[config.mk]
export PLATFORM = sky130hd
export DESIGN_NAME = alu_arbiter
export DESIGN_NICKNAME = d
export VERILOG_FILES = /design/src/rtl/alu_arbiter.sv
export SDC_FILE = /design/constraint.sdc
export NUM_CORES = 1
export LEC_CHECK = 0
export ABC_AREA = 1
export ABC_CLOCK_PERIOD_IN_PS = 2200
export CAP_MARGIN = 20
export CORE_UTILIZATION = 29
export CTS_CLUSTER_SIZE = 30
export DETAILED_ROUTE_END_ITERATION = 7
export PLACE_DENSITY = 0.61
export SETUP_SLACK_MARGIN = 0.2
export SLEW_MARGIN = 30
export SYNTH_ARGS = -nofsm -noshare
export SYNTH_HDL_FRONTEND = slang
export SYNTH_SLANG_ARGS = --single-unit
[constraint.sdc]
create_clock -name clk -period 2.2 [get_ports clk]
set_input_delay 0.66 -clock clk [delete_from_list [all_inputs] [get_ports clk]]
set_output_delay 0.66 -clock clk [all_outputs]
set_load 0.02 [all_outputs]
[src/rtl/alu_arbiter.sv]
// ---------------------------------------------------------------------------
// alu_arbiter
//
// Shares one combinational ALU between two requesters: the pipeline (port 0)
// and a secondary requester (port 1). Exactly one transaction is in flight at
// a time. A grant latches the operation and operands. The ALU then sees stable
// inputs for one full cycle, and its result is registered. That result is
// offered back to the owning requester until that requester accepts it.
//
// Ports
//   clk                         single clock, rising edge
//   reset                       synchronous, active-high
//   req_valid[1:0]              per-requester request valid (bit0 pipeline)
//   req_ready[1:0]              per-requester accept, at most one bit high
//   req_op0 / req_op1           4-bit ALU control code of each requester
//   req_a0, req_b0 / req_a1, req_b1  WIDTH-bit operands of each requester
//   alu_control, alu_a, alu_b   latched operation driven to the shared ALU
//   alu_result                  combinational result from the shared ALU
//   rsp_valid[1:0]              one-hot response valid to the owner
//   rsp_ready[1:0]              per-requester response accept
//   rsp_data                    registered ALU result (0 for unsupported ops)
//   rsp_err                     set when the accepted op code is unsupported
// ---------------------------------------------------------------------------
module alu_arbiter #(
  parameter int WIDTH = 32
) (
  input  logic             clk,
  input  logic             reset,
  input  logic [1:0]       req_valid,
  output logic [1:0]       req_ready,
  input  logic [3:0]       req_op0,
  input  logic [3:0]       req_op1,
  input  logic [WIDTH-1:0] req_a0,
  input  logic [WIDTH-1:0] req_b0,
  input  logic [WIDTH-1:0] req_a1,
  input  logic [WIDTH-1:0] req_b1,
  output logic [3:0]       alu_control,
  output logic [WIDTH-1:0] alu_a,
  output logic [WIDTH-1:0] alu_b,
  input  logic [WIDTH-1:0] alu_result,
  output logic [1:0]       rsp_valid,
  input  logic [1:0]       rsp_ready,
  output logic [WIDTH-1:0] rsp_data,
  output logic             rsp_err
);

  typedef enum logic [1:0] {
    IDLE,
    EXEC,
    RESP
  } state_t;

  state_t           r_state;
  logic             r_lastGrant;
  logic             r_owner;
  logic [3:0]       r_op;
  logic [WIDTH-1:0] r_a;
  logic [WIDTH-1:0] r_b;
  logic [1:0]       r_rspValid;
  logic [WIDTH-1:0] r_rspData;
  logic             r_rspErr;

  logic [1:0]       w_grant;
  logic             w_accept;
  logic             w_acceptPort;
  logic             w_rspTaken;
  logic             w_supported;

  // Grant selection is only offered while idle and out of reset. With a single
  // valid requester, that requester wins. When both are valid, the port that
  // did not win last time is picked, so continuous contention alternates.
  always_comb begin
    w_grant = 2'b00;
    if (!reset && (r_state == IDLE)) begin
      case (req_valid)
        2'b01:   w_grant = 2'b01;
        2'b10:   w_grant = 2'b10;
        2'b11:   w_grant = r_lastGrant ? 2'b01 : 2'b10;
        default: w_grant = 2'b00;
      endcase
    end
  end

  assign req_ready    = w_grant;
  assign w_accept     = |(w_grant & req_valid);
  assign w_acceptPort = w_grant[1];

  // Only the owner's response-ready matters. The other bit is ignored, so a
  // stray accept from the wrong requester cannot retire the response.
  assign w_rspTaken = r_owner ? rsp_ready[1] : rsp_ready[0];

  // Decode of the op codes the shared ALU actually implements. Any other code
  // is answered with zero data and the error flag instead of the ALU output.
  always_comb begin
    w_supported = 1'b0;
    case (r_op)
      4'b0000, 4'b0001, 4'b0010, 4'b0100,
      4'b0110, 4'b0111, 4'b1000: w_supported = 1'b1;
      default:                   w_supported = 1'b0;
    endcase
  end

  // The latched operation feeds the ALU in every state. Because these latches
  // only move on acceptance or reset, the ALU inputs stay stable through EXEC
  // even if the requester changes its own operand lines.
  assign alu_control = r_op;
  assign alu_a       = r_a;
  assign alu_b       = r_b;

  assign rsp_valid = r_rspValid;
  assign rsp_data  = r_rspData;
  assign rsp_err   = r_rspErr;

  // Transaction FSM. IDLE waits for a handshake and latches the request. EXEC
  // gives the ALU one full cycle and captures its result. RESP holds the
  // response until the owner takes it. Reset wins over any handshake on the
  // same edge and drops an in-flight transaction without responding. The
  // reset value of last_grant lets port 0 win the first contention.
  always_ff @(posedge clk) begin
    if (reset) begin
      r_state     <= IDLE;
      r_lastGrant <= 1'b1;
      r_owner     <= 1'b0;
      r_op        <= 4'b0010;
      r_a         <= '0;
      r_b         <= '0;
      r_rspValid  <= 2'b00;
      r_rspData   <= '0;
      r_rspErr    <= 1'b0;
    end else begin
      case (r_state)
        IDLE: begin
          if (w_accept) begin
            r_owner     <= w_acceptPort;
            r_lastGrant <= w_acceptPort;
            r_op        <= w_acceptPort ? req_op1 : req_op0;
            r_a         <= w_acceptPort ? req_a1  : req_a0;
            r_b         <= w_acceptPort ? req_b1  : req_b0;
            r_state     <= EXEC;
          end
        end
        EXEC: begin
          r_rspData  <= w_supported ? alu_result : '0;
          r_rspErr   <= ~w_supported;
          r_rspValid <= r_owner ? 2'b10 : 2'b01;
          r_state    <= RESP;
        end
        RESP: begin
          if (w_rspTaken) begin
            r_rspValid <= 2'b00;
            r_state    <= IDLE;
          end
        end
        default: begin
          r_rspValid <= 2'b00;
          r_state    <= IDLE;
        end
      endcase
    end
  end

endmodule

# After elaboration in Yosys (flattened, before gate mapping)
# Cells that the tools add are included.
dict set report word_totals {
  register_bits 107
  input_bits 174
  out_inout_bits 105
  word_cells 48
}
dict set report classes {
  eq_ne 13
  n_mux 14
  bitwise 3
  reduce_logical 9
}
# cell count
set ops {}
lappend ops {{two-way mux 32 bit} 3}
lappend ops {{case mux 2 bit (3 select lines)} 3}
lappend ops {{== test 4 x 3 -> 1 bit, second input constant} 3}
lappend ops {{two-way mux 2 bit} 5}
lappend ops {{OR reduction 7 bit} 1}
lappend ops {{== test 2 bit, second input constant} 3}
lappend ops {{AND reduction 2 bit} 3}
lappend ops {{== test 2 x 1 -> 1 bit, second input constant} 2}
lappend ops {{== test 4 x 1 -> 1 bit, second input constant} 1}
lappend ops {{== test 4 x 2 -> 1 bit, second input constant} 1}
lappend ops {{== test 4 bit, second input constant} 1}
lappend ops {{logical NOT 4 bit} 1}
lappend ops {{two-way mux 4 bit} 1}
lappend ops {{!= test 2 bit, second input constant} 2}
lappend ops {{AND 2 bit} 1}
lappend ops {{logical NOT 2 bit} 1}
lappend ops {{two-way mux 1 bit} 2}
lappend ops {{inverter 1 bit} 2}
lappend ops {{OR reduction 2 bit} 1}
lappend ops {{logical AND 1 bit} 1}
lappend ops {{logical NOT 1 bit} 1}

# Longest topological paths before layout
# Gate-level depths: netlist of run 1.
dict set report logic_depth {
  depth_word 7
  mapped_depth 8
  depth_no_buf 6
}

# Worst setup path after synthesis of run 1
# Ideal clock, no wire load.
dict set report synth_path {
  kind {input to output}
  startpoint {in reset}
  endpoint {out req_ready[0]}
  arrival_ns 1.585
  required_time_ns 1.540
  path_slack_ns -0.045
  path_stages 6
  n_path_buf 3
  path_cell_list {inv_2 > nand2_1 > buf_6 > buf_6 > buf_6 > nor2_1}
}
dict set report synth_between {
  elab_chain_cells 3
}
# element line_no
set synth_rtl {}
lappend synth_rtl {{start: declaration} 28} ;# input logic reset,
lappend synth_rtl {{logical NOT 1 bit} 74} ;# if (!reset && (r_state == IDLE)) begin
lappend synth_rtl {{logical AND 1 bit} 74}
lappend synth_rtl {{two-way mux 2 bit} 74}
lappend synth_rtl {{end: declaration} 30} ;# output logic [1:0] req_ready,
# Every way passes these cells.

# Worst setup path after layout of run 1
dict set report layout_path {
  startpoint {reg r_state[1]}
  endpoint {out req_ready[0]}
}
dict set report layout_between {
  elab_chain_cells 3
}
# element line_no
set layout_rtl {}
lappend layout_rtl {{start: declaration} 53} ;# state_t r_state;
lappend layout_rtl {{start signal: assignment} 121} ;# r_state <= IDLE;
lappend layout_rtl {{start signal: assignment} 139} ;# r_state <= EXEC;
lappend layout_rtl {{start signal: assignment} 146} ;# r_state <= RESP;
lappend layout_rtl {{logical NOT 2 bit} 74}
lappend layout_rtl {{logical AND 1 bit} 74}
lappend layout_rtl {{two-way mux 2 bit} 74}
# Every way passes these cells.

==> results list, run 1 <==
- Nets: approximately 1200
- CTS Hold Buffers Added: 0
- Die span in y: 142 microns
- The congestion estimate from routability-driven global placement came to approximately 0.76.
- Commonest non-fill, non-tap cell in the layout: clkdlybuf4s50_1
- Finish-stage setup viols: 0
- Highest clock rate: about 500 MHz
- Summing all flip-flop and latch instances after layout gives approximately 2100 sq um.
* Total congestion overflow after global routing: 0
- The number of nets handed over by synthesis was 960.
* Share of the cycle needed by the critical path after routing: 90.9%
- Via count: between 5000 and 6000
- Area share of the largest cell type after synthesis: about 38%
- Worst Clk Skew: ~0.014 ns
* Number of levels the H-tree was split into: 3
- Number of buffers inserted during clock tree synthesis: 9
- Number of antenna violations at the first check in global routing: 1
- Power density over the cells: about 600 nW/um^2
- Die width: ~140 microns
- The area growth from synthesis to layout is 63.0%.
- The number of hold violations in the final report is 0.
- Max-slew violation total from the final report: 0
* Yosys warning count: 0
- Entering global routing, the biggest net connects 102 pins.
- STA classifies the critical path startpoint as a register.
* Arrival time of data at the critical path endpoint: approximately 1.3 ns
- Max Root-Sink Buffers: 2
- Once routing completed, OpenROAD measured the worst setup slack at 0.199 ns.
* Setup Buffers After CTS: 0
- Number of distinct standard cells referenced by the synthesized netlist: 19
* Peak supply drop: around 0.00033 V
- Cells with a size suffix above 1 make up approximately 7.0% of the layout.
- Standard-cell row count: 50
- Data required time of the critical path: 1.54 ns
- Area of the multi-input gates: approximately 3000 sq um
* CP endpoint kind: output port
* Detail Route Antenna Nets: 0
* Maximum net fanout on the critical path: 4
- In the routed design, unresolved DRC markers number 0.
- Result of the run: finished clean
- Register bit total from synthesis: 107
- Effective utilization at floorplan: between 20% and 30%
* Ports placed on the boundary: 279
- Via count of the first global-routing pass: 5423
- Setup slack after placement: -0.658 ns
- RSZ-0062 raised after global routing: yes
- At the pin with the least slew margin, the transition time is roughly 0.77 ns.
- The number of placed instances, taps included, is between 1000 and 1500.
* Clock tree root buffer cell: clkbuf_16
* Fill cell total of the finished layout: a little under 2000
- Input and output buffers added on the ports amount to 278.
* Count of placed standard cells in the final layout, fillers left out: roughly 1300
* Path class of the lowest-slack min-delay path: register to register
- For this run, the total global-route usage over all layers was measured as between 10% and 20%.
* WHS Path Cells: 2
* Fraction of the yosys area taken by sequential cells: 37.7%
- The mapped netlist covers around 5700 sq um.
* Worst Path Class, Setup: register to output port
- Worst skew pair latency: between 0.3 and 0.4 ns
- Post-detailed-placement half-perimeter wirelength: between 10000 and 15000 microns
- Top cell type by total area after synthesis: dfxtp_1
- Area of the core: ~19000 sq um
* Final antenna diode count: 0
- Clock-pin slew was measured on the worst setup and hold paths at about 0.09 ns.
- For this design, the sink count on the clock tree is around 110.
- Leaving out fill and tap cells, the most frequent cells in the layout are clkdlybuf4s50_1 (186), nor2_1 (137), o21bai_1 (133).
* DR WL/cell: between 10 and 15 microns
- Averaged over all synthesized cells, the footprint is 7.23 sq um.
- After detailed routing, the number of vias per cell comes to 4.43.
* Length of the first detailed-routing pass in iterations: 6
- Headroom to the max-slew limit: between 40% and 50%
- TritonCTS built the clock tree.
* Shortest period the worst path allows: roughly 2 ns
- Ranked by total cell area, the synthesized netlist is headed by dfxtp_1 (38%), o21bai_1 (18%), nor2_1 (9.2%).
- Summed over all cells, the static leakage comes to around 5 nW.
- Count of cells along the worst register-to-register path: 8
- Across the run, the number of max-cap violations was 0.
- Total length of routed wires: ~18000 microns
- Wire length of the first global-routing pass: 28300 microns
- In the synthesized netlist, the number of instances is approximately 800.
* DR iter-0 viols: approximately 160
- The die covers a little over 20000 sq um.
-- sequential cells by signal, indices dropped and copies added, names as in the netlist --
name and count:
alu_a 32, alu_b 32, rsp_data 32, alu_control 4, r_state 2, rsp_valid 2, r_lastGrant 1, r_owner 1
rsp_err 1
-- through the flow --
step	instance area (sq um)	TNS [ns]	hold slack [ns]	utilization, %	power (mW)
global placement	8830	-17.62	0.452	46.6	4.01
floorplan	5710	0	0.445	-	3.15
detailed placement	8840	-19.07	0.455	46.6	4.01
global route	9270	0	0.482	48.9	5.93
CTS	9120	0	0.469	48.1	5.71
finish	9270	0	0.465	48.9	5.59
-- critical path: stages (launching register included) --
cell     delay (ns)
dfxtp_1        0.34
nor2_4         0.16
nand2_4        0.09
buf_4          0.15
nor2_4         0.08
buf_2          0.18
-- cell type report --
class	count	share of cell area, %
repair buffers	310	34.7
multi-input cells	539	32.1
flip-flops and latches	107	23.1
well taps	260	3.51
inverters	77	3.15
clock buffers	9	2.43
clock inverters	7	0.959
-- power by group --
| part | internal [mW] | total [mW] | switching, mW |
|---|---|---|---|
| registers | 2.11 | 2.20 | 0.0892 |
| clock network | 0.824 | 1.69 | 0.865 |
| logic | 0.839 | 1.70 | 0.858 |
-- final timing paths --
path,from,end,slack (ns)
max reg2reg,r_state[0]$_SDFFE_PP0P_,alu_a[26]$_SDFFE_PP0P_,0.32
max,r_state[1]$_SDFFE_PP0P_,req_ready[0],0.20
min,rsp_data[21]$_SDFFE_PP0N_,rsp_data[21]$_SDFFE_PP0N_,0.47
min reg2reg,rsp_data[21]$_SDFFE_PP0N_,rsp_data[21]$_SDFFE_PP0N_,0.47
-- layer usage --
layer | vias to the layer above | wire length [microns] | track usage [%]
li1 | 3041 | - | -
met1 | 2551 | 7860 | 21.8
met5 | - | 17 | 0
met4 | 2 | 194 | 5.04
met3 | 16 | 1820 | 7.30
met2 | 194 | 7990 | 28.6
-- kinds of logic (layout without fill, tap and decap cells) --
kind of cell | count (synthesis) | in the layout | synth area share, %
buf+inv | 140 | 403 | 10.7
compound gates | 176 | 176 | 21.6
flops | 107 | 107 | 37.7
simple gates | 363 | 363 | 30.0
-- synth_stat cells --
library cell  instances
inv_2                 2
nor2_2                1
buf_4                 2
buf_2                25
o21ai_0               5
nor3b_2               9
inv_1                75
buf_1                 1
o21bai_1            133
buf_6                 6
nand3_1              35
o211ai_1              1
a21oi_4               1
nand2_1             120
nor3b_1              58
dfxtp_1             107
a21oi_1              36
clkbuf_1             29
nor2_1              140
-- what timing repair did --
action / in CTS / in global routing
endpoints found under the setup margin: 100 / 73
resized for setup: 50 / 59
pin swaps: 1 / 0
(Power assumes the default switching activity.)
==> inputs of run 2 (changes only) <==
--- a/config.mk
+++ b/config.mk
@@ -11,8 +11,9 @@
 export CORE_UTILIZATION = 29
 export CTS_CLUSTER_SIZE = 30
 export DETAILED_ROUTE_END_ITERATION = 7
+export HOLD_SLACK_MARGIN = 0.05
 export PLACE_DENSITY = 0.61
-export SETUP_SLACK_MARGIN = 0.2
+export SETUP_SLACK_MARGIN = 0.15
 export SLEW_MARGIN = 30
 export SYNTH_ARGS = -nofsm -noshare
 export SYNTH_HDL_FRONTEND = slang
==> results list, run 2 (synthesis results as in run 1) <==
* Result of the run: finished clean
- The placer congestion estimate was 0.706 (-6.9%).
- Detail Route Antenna Nets: 0 (unchanged)
* Nets: 1213 (-0.41%)
* TritonCTS clock tree: done
- Highest-count cells in the layout ignoring fill and taps: clkdlybuf4s50_1 (266), nor2_1 (137), o21bai_1 (133)
- The aggregate routed wire length came to 17900 microns (+0.23%).
- The final clock skew is 0.00946 ns (-0.00468 ns).
* Share of the cycle needed by the critical path after routing: 91.4% (+0.46 points)
- The maximum fanout along the worst path came to 2 (-2).
- The static power due to leakage was 3.85 nW (-21%).
- Hold slack: 0.465 ns (-0.000674 ns)
- The number of clock buffers inserted by TritonCTS was 9 (unchanged).
* Area Overhead vs Synth: 60.1%
* Power density over the cells: 619 nW/um^2 (+2.7%)
* Via count of the first global-routing pass: 5446 (+0.42%)
- The number of DRC violations after detailed-routing iteration 0 was 202 (+25%).
- Sequential cell area: 2140 sq um (unchanged)
- Number of antenna violations at the first check in global routing: 2 (+1)
- RSZ-0062 raised after global routing: no
- Total congestion overflow after global routing: 0 (unchanged)
* Commonest non-fill, non-tap cell in the layout: clkdlybuf4s50_1
- Die width: 142 microns (unchanged)
* Die span in y: 142 microns (unchanged)
- The worst setup path is captured at an output port.
- Post-detailed-placement half-perimeter wirelength: 12300 microns (-1.9%)
- The wire length of the first global-routing pass came to 28300 microns (-0.19%).
- The number of hold buffers added after CTS is 0 (unchanged).
- The placement-stage cell area is 8760 sq um (-0.91%).
* Area of the core: 19000 sq um (unchanged)
- The maximum number of pins on one net before global-route repair was 102 (unchanged).
- Count of input and output buffers: 278 (unchanged)
* Top delay family on crit path: buffers and inverters
- Setup slack after placement: -0.677 ns (-0.0189 ns)
- Max-slew violation total from the final report: 0 (unchanged)
- The number of hold violations in the final report came to 0 (unchanged).
- Summed negative setup slack over all endpoints: 0 ns (unchanged)
- Length of the first detailed-routing pass in iterations: 4 (-2)
- The number of fill cells came to 1939 (+0.88%).
- Worst skew pair latency: 0.35 ns (about the same)
- DR WL/cell: 13.7 microns (+0.46%)
- The max-cap check violation count came to 0 (unchanged).
* Measured slew at the worst slew-check pin: 0.771 ns (-0.00145 ns)
- Clock sink count: 107 (unchanged)
* Shortest period the worst path allows: 2.01 ns (+0.0100 ns)
- Data required time of the critical path: 1.54 ns (about the same)
* Clock tree root buffer cell: clkbuf_16
* Effective utilization at floorplan: 30.0% (unchanged)
- The min-delay analysis places its worst path in the category register to register.
* Post-Layout Inst Area: 9100 sq um (-1.8%)
* Highest-delay cell along the critical path: clkdlybuf4s50_1
- The maximum single-stage delay on the critical path is 0.63 ns (+0.29 ns).
- Cells along the critical path: clkdlybuf4s50_1
- The global-route total usage across every layer came to 17.7% (-0.046 points).
- The register clock-pin slew on the reported worst setup and hold paths was 0.09 ns (about the same).
- The number of rows in the core area came to 50 (unchanged).
- Headroom to the max-slew limit: 48.6% (+0.097 points)
* Ports placed on the boundary: 279 (unchanged)
- The total via count in the routed design is 5855 (+0.88%).
* Max Root-Sink Buffers: 2 (unchanged)
- DR vias/cell: 4.48 (+1.1%)
- Area of the multi-input gates: 2960 sq um (-0.55%)
- The fraction of final layout cells with drive strength greater than 1 is 6.32% (-0.64 points).
- The worst setup path is of the register to output port kind.
- The final setup slack of the worst path came to 0.189 ns (-0.0100 ns).
* Startpoint type of the worst setup path: register
- Buf/Inv on CP: 1 (-1)
- Arrival time of data at the critical path endpoint: 1.35 ns (about the same)
- The worst ir drop on vdd was 0.000340 V (+4.4%).
- DRC violations left: 0 (unchanged)
- Finish-stage setup viols: 0 (unchanged)
- Highest clock rate: 497 MHz (-0.50%)
- Post-route total power: 5.63 mW (+0.87%)
* Total die area: 20200 sq um (unchanged)
* Number of levels the H-tree was split into: 3 (unchanged)
## run 2: area by class of cell
cell class / count / area share [%]
clock buffers: 9 / 2.47
well taps: 260 / 3.57
inverters: 77 / 3.18
multi-input cells: 539 / 32.5
diodes: 2 / 0.0550
clock inverters: 7 / 0.976
repair buffers: 305 / 33.7
flip-flops and latches: 107 / 23.5
## run 2: report_power, final
group / total (mW) / switching [mW] / internal (mW)
Sequential: 2.20 / 0.0894 / 2.11
Combinational: 1.72 / 0.856 / 0.863
Clock: 1.72 / 0.887 / 0.828
Total: 5.63 / 1.83 / 3.80
## run 2: repair_timing
item,in CTS,in global routing
setup endpoints to repair,51,45
hold endpoints to repair,0,0
setup buffers,1,0
pin swaps,1,2
resized for setup,22,9
## run 2: worst reg2reg max path: stages (launching register included)
cell and delay (ns):
dfxtp_1 0.32, nor2_2 0.16, nand2_4 0.10, buf_4 0.28, a21oi_4 0.24, buf_12 0.29
nand2_1 0.15, nor2_1 0.09, nor2_1 0.04
## run 2: metrics by stage
step | utilization [%] | std cells
detailed placement | 46.2 | 1287
global placement | 46.2 | 1287
CTS | 47.9 | 1304
floorplan | - | 786
global route | 48.0 | 1305
finish | 48.0 | 1306
## run 2: final timing paths
kind	start	to	slack (ns)	depth (start not counted)
hold / removal	rsp_data[7]$_SDFFE_PP0N_	rsp_data[7]$_SDFFE_PP0N_	0.46	2
hold reg to reg	rsp_data[7]$_SDFFE_PP0N_	rsp_data[7]$_SDFFE_PP0N_	0.46	2
setup / recovery	alu_a[14]$_SDFFE_PP0P_	alu_a[14]	0.19	1
setup reg to reg	r_state[1]$_SDFFE_PP0P_	alu_b[0]$_SDFFE_PP0P_	0.42	8
## run 2: routing by layer
metal	vias up	global-route usage [%]	wire length, microns
li1	3031	-	-
met1	2609	21.9	8030
met2	198	28.0	7860
met3	17	7.10	1780
met4	0	5.83	259
met5	-	0	0
==> inputs of run 3 (changes only) <==
--- a/config.mk
+++ b/config.mk
@@ -8,10 +8,12 @@
 export ABC_AREA = 1
 export ABC_CLOCK_PERIOD_IN_PS = 2200
 export CAP_MARGIN = 20
+export CORE_MARGIN = 2
 export CORE_UTILIZATION = 29
 export CTS_CLUSTER_SIZE = 30
 export DETAILED_ROUTE_END_ITERATION = 7
 export HOLD_SLACK_MARGIN = 0.05
+export MAX_ROUTING_LAYER = met4
 export PLACE_DENSITY = 0.61
 export SETUP_SLACK_MARGIN = 0.15
 export SLEW_MARGIN = 30
==> results list, run 3 (synthesis results as in run 1) <==
* Measured slew at the worst slew-check pin: 0.772 ns (+0.000702 ns)
* Setup Buffers After CTS: 0 (-1)
* Final Core Density: 47.2% (-0.80 points)
* Maximum net fanout on the critical path: 3 (+1)
- Fill cell total of the finished layout: 1975 (+1.9%)
- CP endpoint kind: output port
- Total die area: 20700 sq um (+2.8%)
* Number of placed instances, taps included: 1290 (+0.23%)
* Summed negative setup slack over all endpoints: 0 ns (unchanged)
- Clock sink count: 107 (unchanged)
- The residual antenna-violating net count after detailed routing was 0 (unchanged).
- Post-Layout Inst Area: 9130 sq um (+0.30%)
* Cells along the critical path: dlygate4sd2_1, inv_2, o21ai_2, nor2_2, buf_6
- The final hold slack was 0.466 ns (+0.00170 ns).
- Shortest period the worst path allows: 2.03 ns (+0.0240 ns)
- Number of antenna violations at the first check in global routing: 1 (-1)
- Area Overhead vs Synth: 60.6%
* Overall Global Routing Usage: 17.3% (-0.41 points)
* Length of the first detailed-routing pass in iterations: 4 (unchanged)
- The maximum number of pins on one net before global-route repair is 102 (unchanged).
- Cell area after placement: 8770 sq um (+0.19%)
- Count of placed standard cells in the final layout, fillers left out: 1307 (+0.077%)
* Commonest non-fill, non-tap cell in the layout: clkdlybuf4s50_1
- The clock latency at the later pin of the worst-skew pair came to 0.37 ns (+0.02 ns).
- Post-detailed-placement half-perimeter wirelength: 12400 microns (+1.3%)
- Max Root-Sink Buffers: 2 (unchanged)
* Clock tree root buffer cell: clkbuf_16
* Die span in y: 144 microns (+1.4%)
* Total length of routed wires: 18000 microns (+0.31%)
* DRC violations left: 0 (unchanged)
- The area of the core was 19300 sq um (+2.0%).
* Share of the cycle needed by the critical path after routing: 92.5% (+1.1 points)
- The maximum single-stage delay on the critical path came to 0.29 ns (-0.34 ns).
* Number of buffers inserted during clock tree synthesis: 9 (unchanged)
- The worst ir drop on vdd was 0.000382 V (+12%).
- The register clock-pin slew on the reported worst setup and hold paths was 0.08 ns (about the same).
- The buffers plus inverters on the worst setup path is 3 (+2).
* Gp weighted congestion: 0.730 (+3.4%)
* RSZ-0062 raised after global routing: yes
- Worst Clk Skew: 0.0164 ns (+0.00690 ns)
- The total via count in the routed design came to 5812 (-0.73%).
- Highest-delay cell along the critical path: dlygate4sd2_1
- The number of endpoints failing setup at the final stage came to 0 (unchanged).
- The mean number of vias per cell is 4.45 (-0.81%).
* Max Cap Viol: 0 (unchanged)
* Nets: 1210 (-0.25%)
* Power density over the cells: 619 nW/um^2 (about the same)
* Number of levels the H-tree was split into: 3 (unchanged)
* DR iter-0 viols: 196 (-3.0%)
- Fraction of layout cells with a size suffix above 1: 6.05% (-0.27 points)
- The endpoint arrival time on the critical path came to 1.37 ns (+0.02 ns).
- Headroom to the max-slew limit: 48.6% (about the same)
- Via count of the first global-routing pass: 5329 (-2.1%)
- Die width: 144 microns (+1.4%)
- CTS Hold Buffers Added: 0 (unchanged)
* Path class of the lowest-slack min-delay path: register to register
- Effective utilization at floorplan: 29.4% (-0.59 points)
- Final hold violations: 0 (unchanged)
- The number of top-level pins is 279 (unchanged).
* Wire length of the first global-routing pass: 27800 microns (-1.8%)
- In the layout the commonest cells are clkdlybuf4s50_1 (263), nor2_1 (138), o21bai_1 (133).
* DR WL/cell: 13.8 microns (+0.23%)
- Highest clock rate: 491 MHz (-1.2%)
* TritonCTS clock tree: done
* Max-slew violation total from the final report: 0 (unchanged)
* Data required time of the critical path: 1.54 ns (about the same)
- The run finished with clean final reports.
* Lkg Pwr: 3.90 nW (+1.5%)
- Total congestion overflow after global routing: 0 (unchanged)
* Worst Path Class, Setup: primary input to output port
* Top delay family on crit path: buffers and inverters
* Count of input and output buffers: 278 (unchanged)
* Standard-cell row count: 51 (+2.0%)
- STA classifies the critical path startpoint as a primary input.
* Post-cts repair resize count: 22 (unchanged)
==> run 3: changes by cell type in the layout (fill, tap and decap cells not counted), moves of 2 or more <==
cell             before  now
dlymetal6s2s_1        2    6
clkdlybuf4s50_1     266  263
buf_12                6    8
buf_4                18   13
==> run 3: final timing paths <==
path / from / slack, ns / to / cells past startpoint
setup / recovery: req_valid[1] / 0.17 / req_ready[0] / 5
hold / removal: rsp_data[1]$_SDFFE_PP0N_ / 0.47 / rsp_data[1]$_SDFFE_PP0N_ / 2
setup reg to reg: r_state[0]$_SDFFE_PP0P_ / 0.39 / alu_b[2]$_SDFFE_PP0P_ / 9
hold reg to reg: rsp_data[1]$_SDFFE_PP0N_ / 0.47 / rsp_data[1]$_SDFFE_PP0N_ / 2
==> run 3: report_power, final <==
group / switching, mW / internal (mW) / leakage [nW]
sequential: 0.0905 / 2.11 / 0.879
combinational: 0.858 / 0.871 / 2.87
clock: 0.891 / 0.828 / 0.153
total: 1.84 / 3.81 / 3.90
==> run 3: worst reg2reg max path: cells and delay by family, from the launching register on <==
family	cells	cell delay, ns
AOI/OAI and AO/OA	1	0.22
and+or+nand+nor	5	0.58
DFF	1	0.32
buffers and inverters	3	0.58
==> run 3: per-stage QoR <==
| stage | worst slack, ns | total power [mW] |
|---|---|---|
| 3_3_place_gp | -0.670 | 3.98 |
| 5_1_grt | 0.110 | 5.97 |
| 6_report | 0.165 | 5.65 |
| 4_1_cts | 0.0935 | 5.76 |
| 2_1_floorplan | 0.0457 | 3.14 |
| 3_5_place_dp | -0.648 | 4.00 |
==> run 3: cell type report <==
cell class | instances | area, sq um | area share, %
tap | 265 | 332 | 3.63
clock inverter | 7 | 88.8 | 0.973
clock buffer | 9 | 225 | 2.47
multi-input combinational | 539 | 2960 | 32.5
sequential | 107 | 2140 | 23.5
inverter | 77 | 289 | 3.17
timing repair buffer | 302 | 3080 | 33.8
antenna | 1 | 2.50 | 0.0274
==> run 3: per-layer routing <==
metal  vias up  track usage [%]  share of wire [%]
li1       3027                -                  -
met1      2573             22.3                 46
met2       198             26.2                 44
met3        14             5.60                8.9
met4         0             4.70                1.2
met5         -                -                  0
